`src/rtl/regfile_nbit_pkg.sv`:
```
// -----------------------------------------------------------------------------
// regfile_pkg
//  Shared constants and helpers for the parametrised register file.
//  BYTE_W    : width of one write-enable lane
//  DEF_WIDTH : default entry width
//  DEF_DEPTH : default entry count
//  addr_w()  : address width for a given depth (at least 1 bit)
// -----------------------------------------------------------------------------
package regfile_pkg;

   localparam int BYTE_W    = 8;
   localparam int DEF_WIDTH = 32;
   localparam int DEF_DEPTH = 32;

   function automatic int addr_w(input int depth);
      return (depth > 1) ? $clog2(depth) : 1;
   endfunction

endpackage

```
`src/rtl/regfile_nbit_reg.sv`:
```
// -----------------------------------------------------------------------------
// reg_nbit
//  One register-file entry: WIDTH bits split into BYTES byte lanes, each lane
//  loaded independently, whole entry cleared by a synchronous active-low reset.
// Ports
//  clock      in  1      rising-edge clock
//  i_reset_n  in  1      synchronous active-low clear
//  i_byte_we  in  BYTES  per-lane load enable
//  i_data     in  WIDTH  load data
//  o_q        out WIDTH  stored value
// -----------------------------------------------------------------------------
module reg_nbit
   import regfile_pkg::*;
#(
   parameter int WIDTH = DEF_WIDTH,
   parameter int BYTES = WIDTH / BYTE_W
)(
   input  logic             clock,
   input  logic             i_reset_n,
   input  logic [BYTES-1:0] i_byte_we,
   input  logic [WIDTH-1:0] i_data,
   output logic [WIDTH-1:0] o_q
);

   logic [WIDTH-1:0] r_q;

   always_ff @(posedge clock) begin
      if (!i_reset_n) begin
         r_q <= '0;
      end else begin
         for (int k = 0; k < BYTES; k++) begin
            if (i_byte_we[k]) r_q[k*BYTE_W +: BYTE_W] <= i_data[k*BYTE_W +: BYTE_W];
         end
      end
   end

   assign o_q = r_q;

endmodule

```
`src/rtl/regfile_nbit.sv`:
```
// -----------------------------------------------------------------------------
// regfile_nbit
//  Parametrised CPU register file: DEPTH x WIDTH, two read ports, one write
//  port with byte enables, optional hard-wired zero entry 0, and a per-entry
//  pending scoreboard (decode reserves a destination, writeback releases it).
//  Optional feature macro: REGFILE_BYPASS_EN -- with READ_REG=0, a read of the
//  entry written this cycle returns the merged (post-write) value and its
//  pending bit reads 0 unless the entry is also reserved this cycle.
// Ports
//  clock, ctrl_reset_n                        clock / sync active-low reset
//  ctrl_writeEnable, ctrl_writeReg,
//  ctrl_byteEnable, data_writeReg             write port
//  ctrl_readRegA/B -> data_readRegA/B         read ports
//  ctrl_reserve, ctrl_reserveReg              scoreboard reserve
//  pending_A/B, pending_any                   scoreboard status
// -----------------------------------------------------------------------------
module regfile_nbit
   import regfile_pkg::*;
#(
   parameter  int WIDTH    = DEF_WIDTH,
   parameter  int DEPTH    = DEF_DEPTH,
   parameter  int ZERO_REG = 1,
   parameter  int READ_REG = 0,
   localparam int ADDR_W   = addr_w(DEPTH),
   localparam int BYTES    = WIDTH / BYTE_W
)(
   input  logic              clock,
   input  logic              ctrl_reset_n,
   input  logic              ctrl_writeEnable,
   input  logic [ADDR_W-1:0] ctrl_writeReg,
   input  logic [BYTES-1:0]  ctrl_byteEnable,
   input  logic [WIDTH-1:0]  data_writeReg,
   input  logic [ADDR_W-1:0] ctrl_readRegA,
   input  logic [ADDR_W-1:0] ctrl_readRegB,
   output logic [WIDTH-1:0]  data_readRegA,
   output logic [WIDTH-1:0]  data_readRegB,
   input  logic              ctrl_reserve,
   input  logic [ADDR_W-1:0] ctrl_reserveReg,
   output logic              pending_A,
   output logic              pending_B,
   output logic              pending_any
);

`ifdef REGFILE_BYPASS_EN
   localparam bit BYPASS = 1'b1;
`else
   localparam bit BYPASS = 1'b0;
`endif
   // Registered reads always need the post-write value; combinational reads
   // only when bypass is built in.
   localparam bit FWD_EN = BYPASS || (READ_REG != 0);

   logic [WIDTH-1:0] w_entry [DEPTH];
   logic [DEPTH-1:0] r_pend;
   logic [WIDTH-1:0] w_merged;
   logic [WIDTH-1:0] w_fwdA, w_fwdB;
   logic             w_hitA, w_hitB;
   logic             w_clrA, w_clrB;

   // Storage and write decode
   for (genvar g = 0; g < DEPTH; g++) begin : g_entry
      if (ZERO_REG != 0 && g == 0) begin : g_zero
         assign w_entry[g] = '0;
      end else begin : g_reg
         logic             w_sel;
         logic [BYTES-1:0] w_lane_we;
         assign w_sel     = ctrl_writeEnable && (ctrl_writeReg == ADDR_W'(g));
         assign w_lane_we = w_sel ? ctrl_byteEnable : '0;
         reg_nbit #(.WIDTH(WIDTH), .BYTES(BYTES)) u_reg (
            .clock     (clock),
            .i_reset_n (ctrl_reset_n),
            .i_byte_we (w_lane_we),
            .i_data    (data_writeReg),
            .o_q       (w_entry[g])
         );
      end
   end

   // Pending scoreboard: reserve takes priority over the releasing write.
   always_ff @(posedge clock) begin
      if (!ctrl_reset_n) begin
         r_pend <= '0;
      end else begin
         for (int n = 0; n < DEPTH; n++) begin
            if (ZERO_REG != 0 && n == 0)
               r_pend[n] <= 1'b0;
            else if (ctrl_reserve && ctrl_reserveReg == ADDR_W'(n))
               r_pend[n] <= 1'b1;
            else if (ctrl_writeEnable && ctrl_writeReg == ADDR_W'(n))
               r_pend[n] <= 1'b0;
         end
      end
   end

   // Post-write value of the entry being written (zero entry stays zero).
   always_comb begin
      w_merged = w_entry[ctrl_writeReg];
      for (int k = 0; k < BYTES; k++) begin
         if (ctrl_byteEnable[k]) w_merged[k*BYTE_W +: BYTE_W] = data_writeReg[k*BYTE_W +: BYTE_W];
      end
      if (ZERO_REG != 0 && ctrl_writeReg == '0) w_merged = '0;
   end

   assign w_hitA = FWD_EN && ctrl_writeEnable && (ctrl_writeReg == ctrl_readRegA);
   assign w_hitB = FWD_EN && ctrl_writeEnable && (ctrl_writeReg == ctrl_readRegB);
   assign w_fwdA = w_hitA ? w_merged : w_entry[ctrl_readRegA];
   assign w_fwdB = w_hitB ? w_merged : w_entry[ctrl_readRegB];

   // A bypassed write releases the entry early unless it is re-reserved now.
   assign w_clrA = BYPASS && (READ_REG == 0) && w_hitA &&
                   !(ctrl_reserve && ctrl_reserveReg == ctrl_readRegA);
   assign w_clrB = BYPASS && (READ_REG == 0) && w_hitB &&
                   !(ctrl_reserve && ctrl_reserveReg == ctrl_readRegB);

   assign pending_A   = r_pend[ctrl_readRegA] && !w_clrA;
   assign pending_B   = r_pend[ctrl_readRegB] && !w_clrB;
   assign pending_any = |r_pend;

   // Read data path
   if (READ_REG != 0) begin : g_rreg
      logic [WIDTH-1:0] r_rdA, r_rdB;
      always_ff @(posedge clock) begin
         if (!ctrl_reset_n) begin
            r_rdA <= '0;
            r_rdB <= '0;
         end else begin
            r_rdA <= w_fwdA;
            r_rdB <= w_fwdB;
         end
      end
      assign data_readRegA = r_rdA;
      assign data_readRegB = r_rdB;
   end else begin : g_comb
      assign data_readRegA = w_fwdA;
      assign data_readRegB = w_fwdB;
   end

endmodule

```
`config.mk`:
```
export PLATFORM = sky130hd
export DESIGN_NAME = regfile_nbit
export DESIGN_NICKNAME = d
export VERILOG_FILES = /design/src/rtl/regfile_nbit_pkg.sv /design/src/rtl/regfile_nbit_reg.sv /design/src/rtl/regfile_nbit.sv
export SDC_FILE = /design/constraint.sdc
export NUM_CORES = 2
export LEC_CHECK = 0
export CAP_MARGIN = 10
export CORE_MARGIN = 2
export CORE_UTILIZATION = 55
export DETAILED_ROUTE_END_ITERATION = 8
export GPL_ROUTABILITY_DRIVEN = 0
export PLACE_DENSITY = 0.8
export SLEW_MARGIN = 40
export SYNTH_ARGS = -nofsm -noshare
export SYNTH_HDL_FRONTEND = slang
export SYNTH_HIERARCHICAL = 1
export SYNTH_SLANG_ARGS = --single-unit
```
`constraint.sdc`:
```
create_clock -name clock -period 5.2 [get_ports clock]
set_clock_uncertainty 0.15 [all_clocks]
set_input_delay 1.04 -clock clock [delete_from_list [all_inputs] [get_ports clock]]
set_output_delay 1.04 -clock clock [all_outputs]
set_load 0.01 [all_outputs]
```
==> impl_metrics.yaml <==
run_status:
  status: "complete, no violations"
sta:
  max_freq_mhz: 199
  rsz0062_at_grt: "no"
  fin_setup_tns_ps: 0
  hold_viol: 0
  worst_pin_slew_ps: 919
  slew_headroom: 0.387
  drv_slew: 0
  fin_crit_sh: 0.967
  setup_violations: 0
  fin_crit_ps: 5030
critical_path:
  crit_path_end_kind: "output port"
  ff2ff_setup_slack_ps: 4210
  start_kind: "input pin"
  cp_max_fo: 53
  worstRegToRegCells: 2
  crit_arrival_ps: 3840
  critPathKind: "input pin to output port"
  cp.required_ps: 4010
clock_network:
  ctsHoldBuffers: 0
  clock_sinks: 1023
  cts_buffers: 107
  cts_root_buffer: "clkbuf_16"
  post-cts-setup-buffers: 0
  cts_tree: "done"
  cts.clk_slew.worst_paths_ps: 60
  post_cts_resized: 0
  clock_latency_ps: 700
  htree_levels: 3
  cts_buffer_depth: 3
synthesis:
  synth_area_um2: 56900
  ys_ff_latch: 1023
  ys_dominant_reg_cell: "dfxtp_1"
  syn_inst: 4992
  synthArstFlopShare: 0
  synthDistinctLibCells: 30
  yosysSeqAreaShare: 0.360
  syn_area_per_cell_um2: 11.4
  synth-edff-count: 0
  synth.yosys.warnings: 6
  synth_nets: 5052
power:
  vdd_drop_max_v: 0.000283
  finalPower_uw: 17400
  leakage_uw: 0.0196
  powerDensity_nw_per_um2: 277
grt:
  grt_max_degree: 158
  grt_pass1_vias: 41258
  antenna_found_initial: 8
  grt_util_all_layers: 0.321
  grt_pass1_wl_um: 263000
  grt_overflow: 0
placement:
  hpwl_um: 115000
  io_buffers: 126
floorplan:
  initial_core_util: 0.556
  coreArea_um2: 102000
  die-height_um: 326
  die_w_um: 326
  pin_count: 127
  die-area_um2: 106000
  row_count: 117
finish:
  layout-drive-gt1-share: 0.175
  nets: 5052
  synthToLayoutAreaGrowth_pct: 10.2
routing:
  first_iter_violations: 5183
  drt_first_pass_iters: 8
  route.vias.total: 42001
  routed_wl_um: 175000
  wl_per_cell_um: 27.2
  met3_length_um: 18100
  vias_per_cell: 6.51
  top_layer_used: "met5"
  met2_wirelength_um: 78400
  ant_nets: 0
  met1Wirelength_um: 68400
  drc: 0
worst_hold_path:
  hold_depth: 2
  min_path_type: "flop to flop"
run:
  drv_cap: 0
[final timing paths]
check / to / from
hold / removal: r_pend[12]$_SDFFE_PN0P_ / r_pend[12]$_SDFFE_PN0P_
setup reg to reg: r_pend[29]$_SDFFE_PN0P_ / r_pend[29]$_SDFFE_PN0P_
hold reg to reg: r_pend[12]$_SDFFE_PN0P_ / r_pend[12]$_SDFFE_PN0P_
setup / recovery: data_readRegA[26] / ctrl_readRegA[1]
[layer usage]
metal / vias up / GRT usage
li1: 18193 / -
met1: 20754 / 0.418
met2: 2436 / 0.489
met3: 606 / 0.0782
met4: 12 / 0.182
met5: - / 0
[report_power, final]
| group | switching (uW) | total, uW | leakage, uW | internal (uW) |
|---|---|---|---|---|
| clock network | 3320 | 7960 | 0.00178 | 4630 |
| registers | 28.6 | 7900 | 0.00824 | 7870 |
| logic | 923 | 1520 | 0.00961 | 592 |
[worst max-delay path, stage by stage]
cell,delay [ps]
buf_8,310
buf_12,340
mux2_2,380
a22o_1,180
a211oi_1,680
o31ai_1,240
clkdlybuf4s50_1,540
[state kept, by name, indices dropped and copies added (netlist names)]
name,count
g_entry.g_reg.u_reg/o_q,992
r_pend,31
[synth_stat cells, drive strengths merged, types with 12 or more instances]
cell type / count / area, um^2
mux2i: 1157 / 11600
dfxtp: 1023 / 20500
nor2b: 1007 / 6300
mux4: 396 / 8920
buf: 324 / 2570
a22o: 198 / 1730
and2: 159 / 995
clkbuf: 132 / 495
nand2: 98 / 368
o21ai: 97 / 485
a211oi: 66 / 495
mux2: 66 / 743
o22ai: 66 / 413
o31ai: 66 / 495
nor2: 38 / 143
and3: 35 / 219
a21boi: 31 / 233
nand3: 12 / 60.1
[kinds of logic after synthesis]
family / after synthesis / share of synthesized area
buffers and inverters: 458 / 0.0540
muxes: 1619 / 0.374
DFF: 1023 / 0.360
and+or+nand+nor: 1368 / 0.144
AOI/OAI and AO/OA: 524 / 0.0678
[per-stage QoR]
stage               utilization  std cells  instance area [um^2]  setup WS (ps)  hold WS [ps]
floorplan                     -       4992                 56900           1500           322
global placement          0.577       6248                 59000            237           345
detailed placement        0.577       6250                 59000            237           359
CTS                       0.613       6444                 62600            229           368
global route              0.613       6445                 62600            203           389
finish                    0.613       6448                 62700            174           368
[final cells by class]
class | instances | area (um^2)
diodes | 3 | 7.51
flip-flops and latches | 1023 | 20500
repair buffers | 347 | 3430
clock buffers | 152 | 3130
inverters | 2 | 7.51
fillers | 8019 | 39500
multi-input cells | 3511 | 33400
clock inverters | 42 | 505
well taps | 1368 | 1710
[layout by cell type, fill, tap and decap left out, drive strengths merged]
master	synthesis	routed
nand2b	5	5
or4	1	1
nand4	2	2
clkinv	0	25
clkbuf	132	152
o22ai	66	66
o21ai	97	97
a211oi	66	66
o31ai	66	66
clkdlybuf4s50	0	110
nand3	12	12
dfxtp	1023	1023
inv	2	3
a22o	198	198
nor2	38	38
bufinv	0	9
mux4	396	396
a21boi	31	31
clkinvlp	0	7
nor2b	1007	1007
nand2	98	98
and2	159	159
buf	324	237
mux2	66	66
diode	0	3
and3	35	35
nor3	2	2
or2	1	1
and4	1	1
mux2i	1157	1157
nor4	7	7
Power figures use the tool's default switching activity.
